**config.mk**
```make
export PLATFORM = sky130hd
export DESIGN_NAME = control_unit_flat
export DESIGN_NICKNAME = d
export VERILOG_FILES = /design/src/rtl/control_unit_pkg.sv /design/src/rtl/control_unit_if.sv /design/src/rtl/control_unit.sv /design/src/flat_wrapper.sv
export SDC_FILE = /design/constraint.sdc
export NUM_CORES = 1
export LEC_CHECK = 0
export BUFFER_PORTS_ARGS = -buffer_cell sky130_fd_sc_hd__buf_2
export CORE_MARGIN = 2
export CORE_UTILIZATION = 65
export CTS_BUF_LIST = sky130_fd_sc_hd__clkbuf_2
export DETAILED_ROUTE_END_ITERATION = 10
export PLACE_DENSITY_LB_ADDON = 0.25
export SLEW_MARGIN = 15
export SYNTH_ARGS = -nofsm -noshare
export SYNTH_HDL_FRONTEND = slang
export SYNTH_SLANG_ARGS = --single-unit
```
**constraint.sdc**
```tcl
create_clock -name clk -period 2.75 [get_ports clk]
set_input_delay 0.4125 -clock clk [delete_from_list [all_inputs] [get_ports clk]]
set_output_delay 0.4125 -clock clk [all_outputs]
set_load 0.02 [all_outputs]
```
**src/rtl/control_unit_pkg.sv**
```systemverilog
// Shared constants, state encoding and output decode for the hash control FSM.
// The decode is a pure function of the upcoming state, so every output can be registered.
package control_unit_pkg;

  localparam int RATE_PAIRS = 68;
  localparam int LAST_PAIRS = 4;
  localparam int TRITS      = 5;
  localparam int ROUNDS     = 24;

  typedef enum logic [2:0] {
    RST,
    GATHER,
    PUSH,
    ABSORB,
    KECCAK,
    ANS,
    DONE
  } state_e;

  typedef struct packed {
    logic       ovr_rst;
    logic       halt_n;
    logic       fifo1_en;
    logic       fifo2_en;
    logic       fifo2_stop;
    logic       p3_rst1;
    logic       p3_rst2;
    logic [1:0] p3_count;
    logic       hash_rst1;
    logic       hash_rst2;
    logic       hash_sp;
    logic       hash_ans;
    logic       hash_keccak;
    logic       hash_clk;
    logic       hash_fin;
  } ctl_t;

  function automatic ctl_t ctl_idle();
    ctl_t c;
    c        = '0;
    c.halt_n = 1'b1;
    return c;
  endfunction

  function automatic ctl_t decode(input state_e s, input logic [2:0] trit, input logic blk);
    ctl_t c;
    c = ctl_idle();
    case (s)
      RST: begin
        c.ovr_rst   = 1'b1;
        c.p3_rst1   = 1'b1;
        c.hash_rst1 = 1'b1;
      end
      GATHER: begin
        c.fifo1_en = 1'b1;
        // First trit restarts the packer; later trits carry index trit-1.
        if (trit == 3'd0) c.p3_rst2 = 1'b1;
        else              c.p3_count = 2'(trit - 3'd1);
      end
      PUSH: c.fifo2_en = 1'b1;
      ABSORB: begin
        c.fifo2_stop = 1'b1;
        c.hash_sp    = 1'b1;
        c.hash_clk   = 1'b1;
        c.hash_rst2  = 1'b1;
        c.hash_fin   = blk;
      end
      KECCAK: begin
        c.fifo2_stop  = 1'b1;
        c.hash_keccak = 1'b1;
        c.hash_clk    = 1'b1;
        c.hash_fin    = blk;
      end
      ANS: begin
        c.fifo2_stop = 1'b1;
        c.hash_ans   = 1'b1;
        c.hash_clk   = 1'b1;
        c.hash_fin   = 1'b1;
      end
      DONE: begin
        c.fifo2_stop = 1'b1;
        c.halt_n     = 1'b0;
        c.hash_fin   = 1'b1;
      end
      default: c = ctl_idle();
    endcase
    return c;
  endfunction

endpackage

```
**src/rtl/control_unit_if.sv**
```systemverilog
// Control strobes from the FSM to the trit/byte FIFOs, packer and hash datapath.
interface control_unit_if;
  logic       ovr_rst;
  logic       halt_n;
  logic       fifo1_en;
  logic       fifo2_en;
  logic       fifo2_stop;
  logic       p3_rst1;
  logic       p3_rst2;
  logic [1:0] p3_count;
  logic       hash_rst1;
  logic       hash_rst2;
  logic       hash_sp;
  logic       hash_ans;
  logic       hash_keccak;
  logic       hash_clk;
  logic       hash_fin;

  modport master (
    output ovr_rst, halt_n, fifo1_en, fifo2_en, fifo2_stop, p3_rst1, p3_rst2, p3_count,
           hash_rst1, hash_rst2, hash_sp, hash_ans, hash_keccak, hash_clk, hash_fin
  );

  modport slave (
    input ovr_rst, halt_n, fifo1_en, fifo2_en, fifo2_stop, p3_rst1, p3_rst2, p3_count,
          hash_rst1, hash_rst2, hash_sp, hash_ans, hash_keccak, hash_clk, hash_fin
  );
endinterface

```
**src/rtl/control_unit.sv**
```systemverilog
// Sequencer for trit gathering, byte pushing and two-block Keccak absorption.
// Outputs are registered decodes of the next state, so each strobe is one clean cycle.
module control_unit
  import control_unit_pkg::*;
(
  input  logic           clk,
  input  logic           rst_n,
  control_unit_if.master ctl
);

  state_e     state_q, state_d;
  logic       run_q;
  logic [2:0] trit_q, trit_d;
  logic [6:0] pair_q, pair_d;
  logic [4:0] round_q, round_d;
  logic       blk_q, blk_d;
  ctl_t       out_q;

  logic [6:0] pair_inc;
  logic [6:0] pair_lim;

  assign pair_inc = pair_q + 7'd1;
  assign pair_lim = blk_q ? 7'(LAST_PAIRS) : 7'(RATE_PAIRS);

  always_comb begin
    state_d = state_q;
    trit_d  = trit_q;
    pair_d  = pair_q;
    round_d = round_q;
    blk_d   = blk_q;
    if (!run_q) begin
      // First edge after reset release enters RST.
      state_d = RST;
      trit_d  = 3'd0;
      pair_d  = 7'd0;
      round_d = 5'd0;
      blk_d   = 1'b0;
    end else begin
      case (state_q)
        RST: begin
          state_d = GATHER;
          trit_d  = 3'd0;
        end
        GATHER: begin
          if (trit_q == 3'(TRITS - 1)) begin
            state_d = PUSH;
            trit_d  = 3'd0;
          end else begin
            trit_d = trit_q + 3'd1;
          end
        end
        PUSH: begin
          if (pair_inc == pair_lim) begin
            state_d = ABSORB;
            pair_d  = 7'd0;
          end else begin
            state_d = GATHER;
            pair_d  = pair_inc;
            trit_d  = 3'd0;
          end
        end
        ABSORB: begin
          state_d = KECCAK;
          round_d = 5'd0;
        end
        KECCAK: begin
          if (round_q == 5'(ROUNDS - 1)) begin
            round_d = 5'd0;
            if (blk_q) begin
              state_d = ANS;
            end else begin
              state_d = GATHER;
              blk_d   = 1'b1;
              trit_d  = 3'd0;
            end
          end else begin
            round_d = round_q + 5'd1;
          end
        end
        ANS:     state_d = DONE;
        DONE:    state_d = DONE;
        default: state_d = RST;
      endcase
    end
  end

  always_ff @(posedge clk or negedge rst_n) begin
    if (!rst_n) begin
      state_q <= RST;
      run_q   <= 1'b0;
      trit_q  <= 3'd0;
      pair_q  <= 7'd0;
      round_q <= 5'd0;
      blk_q   <= 1'b0;
      out_q   <= ctl_idle();
    end else begin
      state_q <= state_d;
      run_q   <= 1'b1;
      trit_q  <= trit_d;
      pair_q  <= pair_d;
      round_q <= round_d;
      blk_q   <= blk_d;
      out_q   <= decode(state_d, trit_d, blk_d);
    end
  end

  assign ctl.ovr_rst     = out_q.ovr_rst;
  assign ctl.halt_n      = out_q.halt_n;
  assign ctl.fifo1_en    = out_q.fifo1_en;
  assign ctl.fifo2_en    = out_q.fifo2_en;
  assign ctl.fifo2_stop  = out_q.fifo2_stop;
  assign ctl.p3_rst1     = out_q.p3_rst1;
  assign ctl.p3_rst2     = out_q.p3_rst2;
  assign ctl.p3_count    = out_q.p3_count;
  assign ctl.hash_rst1   = out_q.hash_rst1;
  assign ctl.hash_rst2   = out_q.hash_rst2;
  assign ctl.hash_sp     = out_q.hash_sp;
  assign ctl.hash_ans    = out_q.hash_ans;
  assign ctl.hash_keccak = out_q.hash_keccak;
  assign ctl.hash_clk    = out_q.hash_clk;
  assign ctl.hash_fin    = out_q.hash_fin;

endmodule

```
**src/flat_wrapper.sv**
```systemverilog
// flat-port wrapper written by rule: the top's interface ports become plain ports
module control_unit_flat import control_unit_pkg::*;
  (clk, rst_n, ctl_ovr_rst, ctl_halt_n, ctl_fifo1_en, ctl_fifo2_en, ctl_fifo2_stop, ctl_p3_rst1, ctl_p3_rst2, ctl_p3_count, ctl_hash_rst1, ctl_hash_rst2, ctl_hash_sp, ctl_hash_ans, ctl_hash_keccak, ctl_hash_clk, ctl_hash_fin);
  control_unit_if ctl_i ();
  input  logic clk;
  input  logic rst_n;
  output wire logic [$bits(ctl_i.ovr_rst)-1:0] ctl_ovr_rst;
  output wire logic [$bits(ctl_i.halt_n)-1:0] ctl_halt_n;
  output wire logic [$bits(ctl_i.fifo1_en)-1:0] ctl_fifo1_en;
  output wire logic [$bits(ctl_i.fifo2_en)-1:0] ctl_fifo2_en;
  output wire logic [$bits(ctl_i.fifo2_stop)-1:0] ctl_fifo2_stop;
  output wire logic [$bits(ctl_i.p3_rst1)-1:0] ctl_p3_rst1;
  output wire logic [$bits(ctl_i.p3_rst2)-1:0] ctl_p3_rst2;
  output wire logic [$bits(ctl_i.p3_count)-1:0] ctl_p3_count;
  output wire logic [$bits(ctl_i.hash_rst1)-1:0] ctl_hash_rst1;
  output wire logic [$bits(ctl_i.hash_rst2)-1:0] ctl_hash_rst2;
  output wire logic [$bits(ctl_i.hash_sp)-1:0] ctl_hash_sp;
  output wire logic [$bits(ctl_i.hash_ans)-1:0] ctl_hash_ans;
  output wire logic [$bits(ctl_i.hash_keccak)-1:0] ctl_hash_keccak;
  output wire logic [$bits(ctl_i.hash_clk)-1:0] ctl_hash_clk;
  output wire logic [$bits(ctl_i.hash_fin)-1:0] ctl_hash_fin;
  assign ctl_ovr_rst = ctl_i.ovr_rst;
  assign ctl_halt_n = ctl_i.halt_n;
  assign ctl_fifo1_en = ctl_i.fifo1_en;
  assign ctl_fifo2_en = ctl_i.fifo2_en;
  assign ctl_fifo2_stop = ctl_i.fifo2_stop;
  assign ctl_p3_rst1 = ctl_i.p3_rst1;
  assign ctl_p3_rst2 = ctl_i.p3_rst2;
  assign ctl_p3_count = ctl_i.p3_count;
  assign ctl_hash_rst1 = ctl_i.hash_rst1;
  assign ctl_hash_rst2 = ctl_i.hash_rst2;
  assign ctl_hash_sp = ctl_i.hash_sp;
  assign ctl_hash_ans = ctl_i.hash_ans;
  assign ctl_hash_keccak = ctl_i.hash_keccak;
  assign ctl_hash_clk = ctl_i.hash_clk;
  assign ctl_hash_fin = ctl_i.hash_fin;
  control_unit u_core (.clk(clk), .rst_n(rst_n), .ctl(ctl_i));
endmodule
```
==> flow_metrics.env <==
export IMPL_synthTopCellsByArea="dfrtp_1, o21ai_0, nand2_1"
export IMPL_clkTransAtPathRegs_ns=0.18
export IMPL_dieArea_um2=3100
export IMPL_cts_setup_buffers=0
export IMPL_ant_nets=0
export IMPL_root_buffer="clkbuf_2"
export IMPL_crit_chain="ha_1 -> nand4b_2 -> o41ai_1 -> nand3_1 -> a21o_1 -> a221oi_2"
export IMPL_ys_flop_type="dfrtp_1"
export IMPL_grt_pass1_vias=1302
export IMPL_grt_pass1_wl_mm=5.78
export IMPL_yosysMostFrequentCell="dfrtp_1"
export IMPL_ys_types=49
export IMPL_setup_slack_ns=0.559
export IMPL_synth_top_cell_area_share_pct=46.2
export IMPL_antenna_cells=0
export IMPL_tightest_slew_ns=0.896
export IMPL_wl_mm=3.26
export IMPL_start_kind="flop"
export IMPL_numCtsBuffers=5
export IMPL_drive_gt1_share_pct=20.9
export IMPL_worstPathArrival_ns=2.49
export IMPL_antenna_found_initial=0
export IMPL_pin_count=18
export IMPL_critPathSlowestCell="o41ai_1"
export IMPL_ys_top_cells_by_count="dfrtp_1, nand2_1, o21ai_0"
export IMPL_crit_type="reg2reg"
export IMPL_die_height_um=55.6
export IMPL_numClockSinks=33
export IMPL_slew_viol_final=0
export IMPL_period_share_pct=79.7
export IMPL_syn_inst=173
export IMPL_num_vias=1355
export IMPL_routed_via_density=6.13
export IMPL_cap_viol_max_count=0
export IMPL_syn_nets=179
export IMPL_cellLeakagePower_uw=0.000921
export IMPL_final_nets=196
export IMPL_setup_viol=0
export IMPL_initial_utilization_pct=69.3
export IMPL_path_buf_inv=0
export IMPL_layout_min_cycle_time_ns=2.19
export IMPL_area_growth_pct=7.36
export IMPL_power_density_nw_per_um2=419
export IMPL_cts_tree="yes"
export IMPL_cp_end_kind="flop"
export IMPL_hold_buffers=0
export IMPL_slew_headroom_pct=39.5
export IMPL_cts_htree_levels=2
export IMPL_grt_overflow=0
export IMPL_core_area_um2=2500
export IMPL_fillers=166
export IMPL_ys_warn_count=0
export IMPL_ys_ff_latch=33
export IMPL_outcome="complete, no violations"
export IMPL_synth_avg_cell_area_um2=10.0
export IMPL_timing_hold_violations_final=0
export IMPL_synth_edff_count=0
export IMPL_clk_path_buf_depth=2
export IMPL_critical_path_required_ns=3.05
export IMPL_drt_iter0_drc=32
export IMPL_clk_latency_ns=0.38
export IMPL_async_flop_share_pct=100
export IMPL_irDropWorstVdd_mv=0.418
export IMPL_port_buffers=17
export IMPL_grt_usage_pct=23.8
export IMPL_dp_hpwl_mm=2.29
export IMPL_critPathMaxFanout=8
export IMPL_postCtsResizedCells=0
export IMPL_drc_errors=0
export IMPL_syn_area_um2=1730
export IMPL_clock_skew_ns=0.0157
export IMPL_worst_hold_path_type="in2async"
export IMPL_grt_max_degree=34
export IMPL_pre_cts_ws_ns=0.610
export IMPL_rsz0062_at_grt="no"
export IMPL_drt_pass1_iter_count=4
export IMPL_max_freq_ghz=0.456
export IMPL_critical_path_top_delay_family="compound AO/OA/AOI/OAI gates"
export IMPL_yosysSeqAreaShare_pct=47.7
export IMPL_wl_per_cell_um=14.7
export IMPL_yosysTopAreaCell="dfrtp_1"
export IMPL_gp_congestion=0.936
export IMPL_die_w_um=55.6
export IMPL_cpPeakStageDelay_ns=0.58
export IMPL_finalSetupTns_ns=0
export IMPL_placementRows=18
==> stage by stage <==
stage	total power (µW)	hold WS [ns]	std cells	instance area (µm²)	utilization, %
CTS	785	0.0580	221	1860	74.4
global route	816	0.0868	221	1860	74.4
finish	779	0.0485	221	1860	74.4
detailed placement	558	0.500	213	1820	72.7
global placement	556	0.486	213	1820	72.7
floorplan	538	0.117	173	1730	-
==> logic make-up after synthesis <==
group	after synthesis	share of synthesized area, %
other	1	0.216
adder cells (fa/ha/maj)	4	2.89
AND/OR/NAND/NOR	74	25.4
flip-flops	33	47.7
AO/OA/AOI/OAI	43	17.8
XOR/XNOR	3	1.52
buffers and inverters	14	3.90
multiplexers	1	0.578
==> sequential cells by signal (all words and copies together), names as in the netlist, 2 cells and up <==
register             count
u_core.round_q           5
u_core.state_q           3
u_core.trit_q            3
u_core.pair_q            7
u_core.ctl.p3_count      2
==> final cells by class <==
class                      instances  area [µm²]  share of cell area [%]
inverter                           6        22.5                    1.21
tap                               30        37.5                    2.02
clock inverter                     3        17.5                   0.941
multi-input combinational        126         838                    45.1
clock buffer                       5        25.0                    1.34
timing repair buffer              18        92.6                    4.98
sequential                        33         827                    44.5
==> report_power, final <==
part,internal [µW],switching (µW)
Clock,59.2,171
Sequential,491,6.83
Combinational,15.2,35.2
Total,566,213
==> worst reg2reg max path: cells and delay by family, from the launching register on <==
kind / cells / cell delay, ns
compound gates: 3 / 1.01
fa+ha+maj: 1 / 0.25
flops: 1 / 0.42
simple gates: 2 / 0.42
==> final timing paths <==
kind	startpoint	end	slack, ns	cells after the start
min	rst_n	u_core.ctl.p3_count[0]$_DFF_PN0_	0.05	1
max	u_core.round_q[0]$_DFFE_PN0P_	u_core.ctl.p3_count[1]$_DFF_PN0_	0.56	6
max in group asynchronous	rst_n	u_core.pair_q[1]$_DFFE_PN0P_	2.24	1
min in group clk	u_core.round_q[4]$_DFFE_PN0P_	u_core.round_q[4]$_DFFE_PN0P_	0.53	1
min reg2reg	u_core.round_q[4]$_DFFE_PN0P_	u_core.round_q[4]$_DFFE_PN0P_	0.53	1
max reg2reg	u_core.round_q[0]$_DFFE_PN0P_	u_core.ctl.p3_count[1]$_DFF_PN0_	0.56	6
==> placed cells by master (no fill, tap or decap), types with 2 or more instances in the layout <==
cell type / n
buf_2: 17
or3b_2: 2
xnor2_1: 3
nor3_1: 3
nor4_1: 2
nand3_1: 7
inv_1: 6
o21ai_0: 16
nand2_1: 18
nand4_1: 3
clkinv_2: 2
o21a_1: 2
a21boi_0: 3
a21o_1: 3
nor2_1: 8
nor2b_1: 8
clkbuf_2: 5
o31ai_1: 5
and3_1: 6
ha_1: 4
nor3b_1: 2
a21oi_1: 3
or2_2: 2
and2_1: 3
dfrtp_1: 32
==> routing by layer <==
layer | routed length [µm] | track usage (%) | vias up | share of wire, %
met1 | 1400 | 30.0 | 653 | 43
met2 | 1610 | 38.9 | 44 | 49
met3 | 209 | 7.44 | 4 | 6.4
met4 | 38 | 8.01 | 0 | 1.2
li1 | - | - | 654 | -
met5 | 0 | 0 | - | 0
No activity file was read; power rests on OpenSTA's default activity.
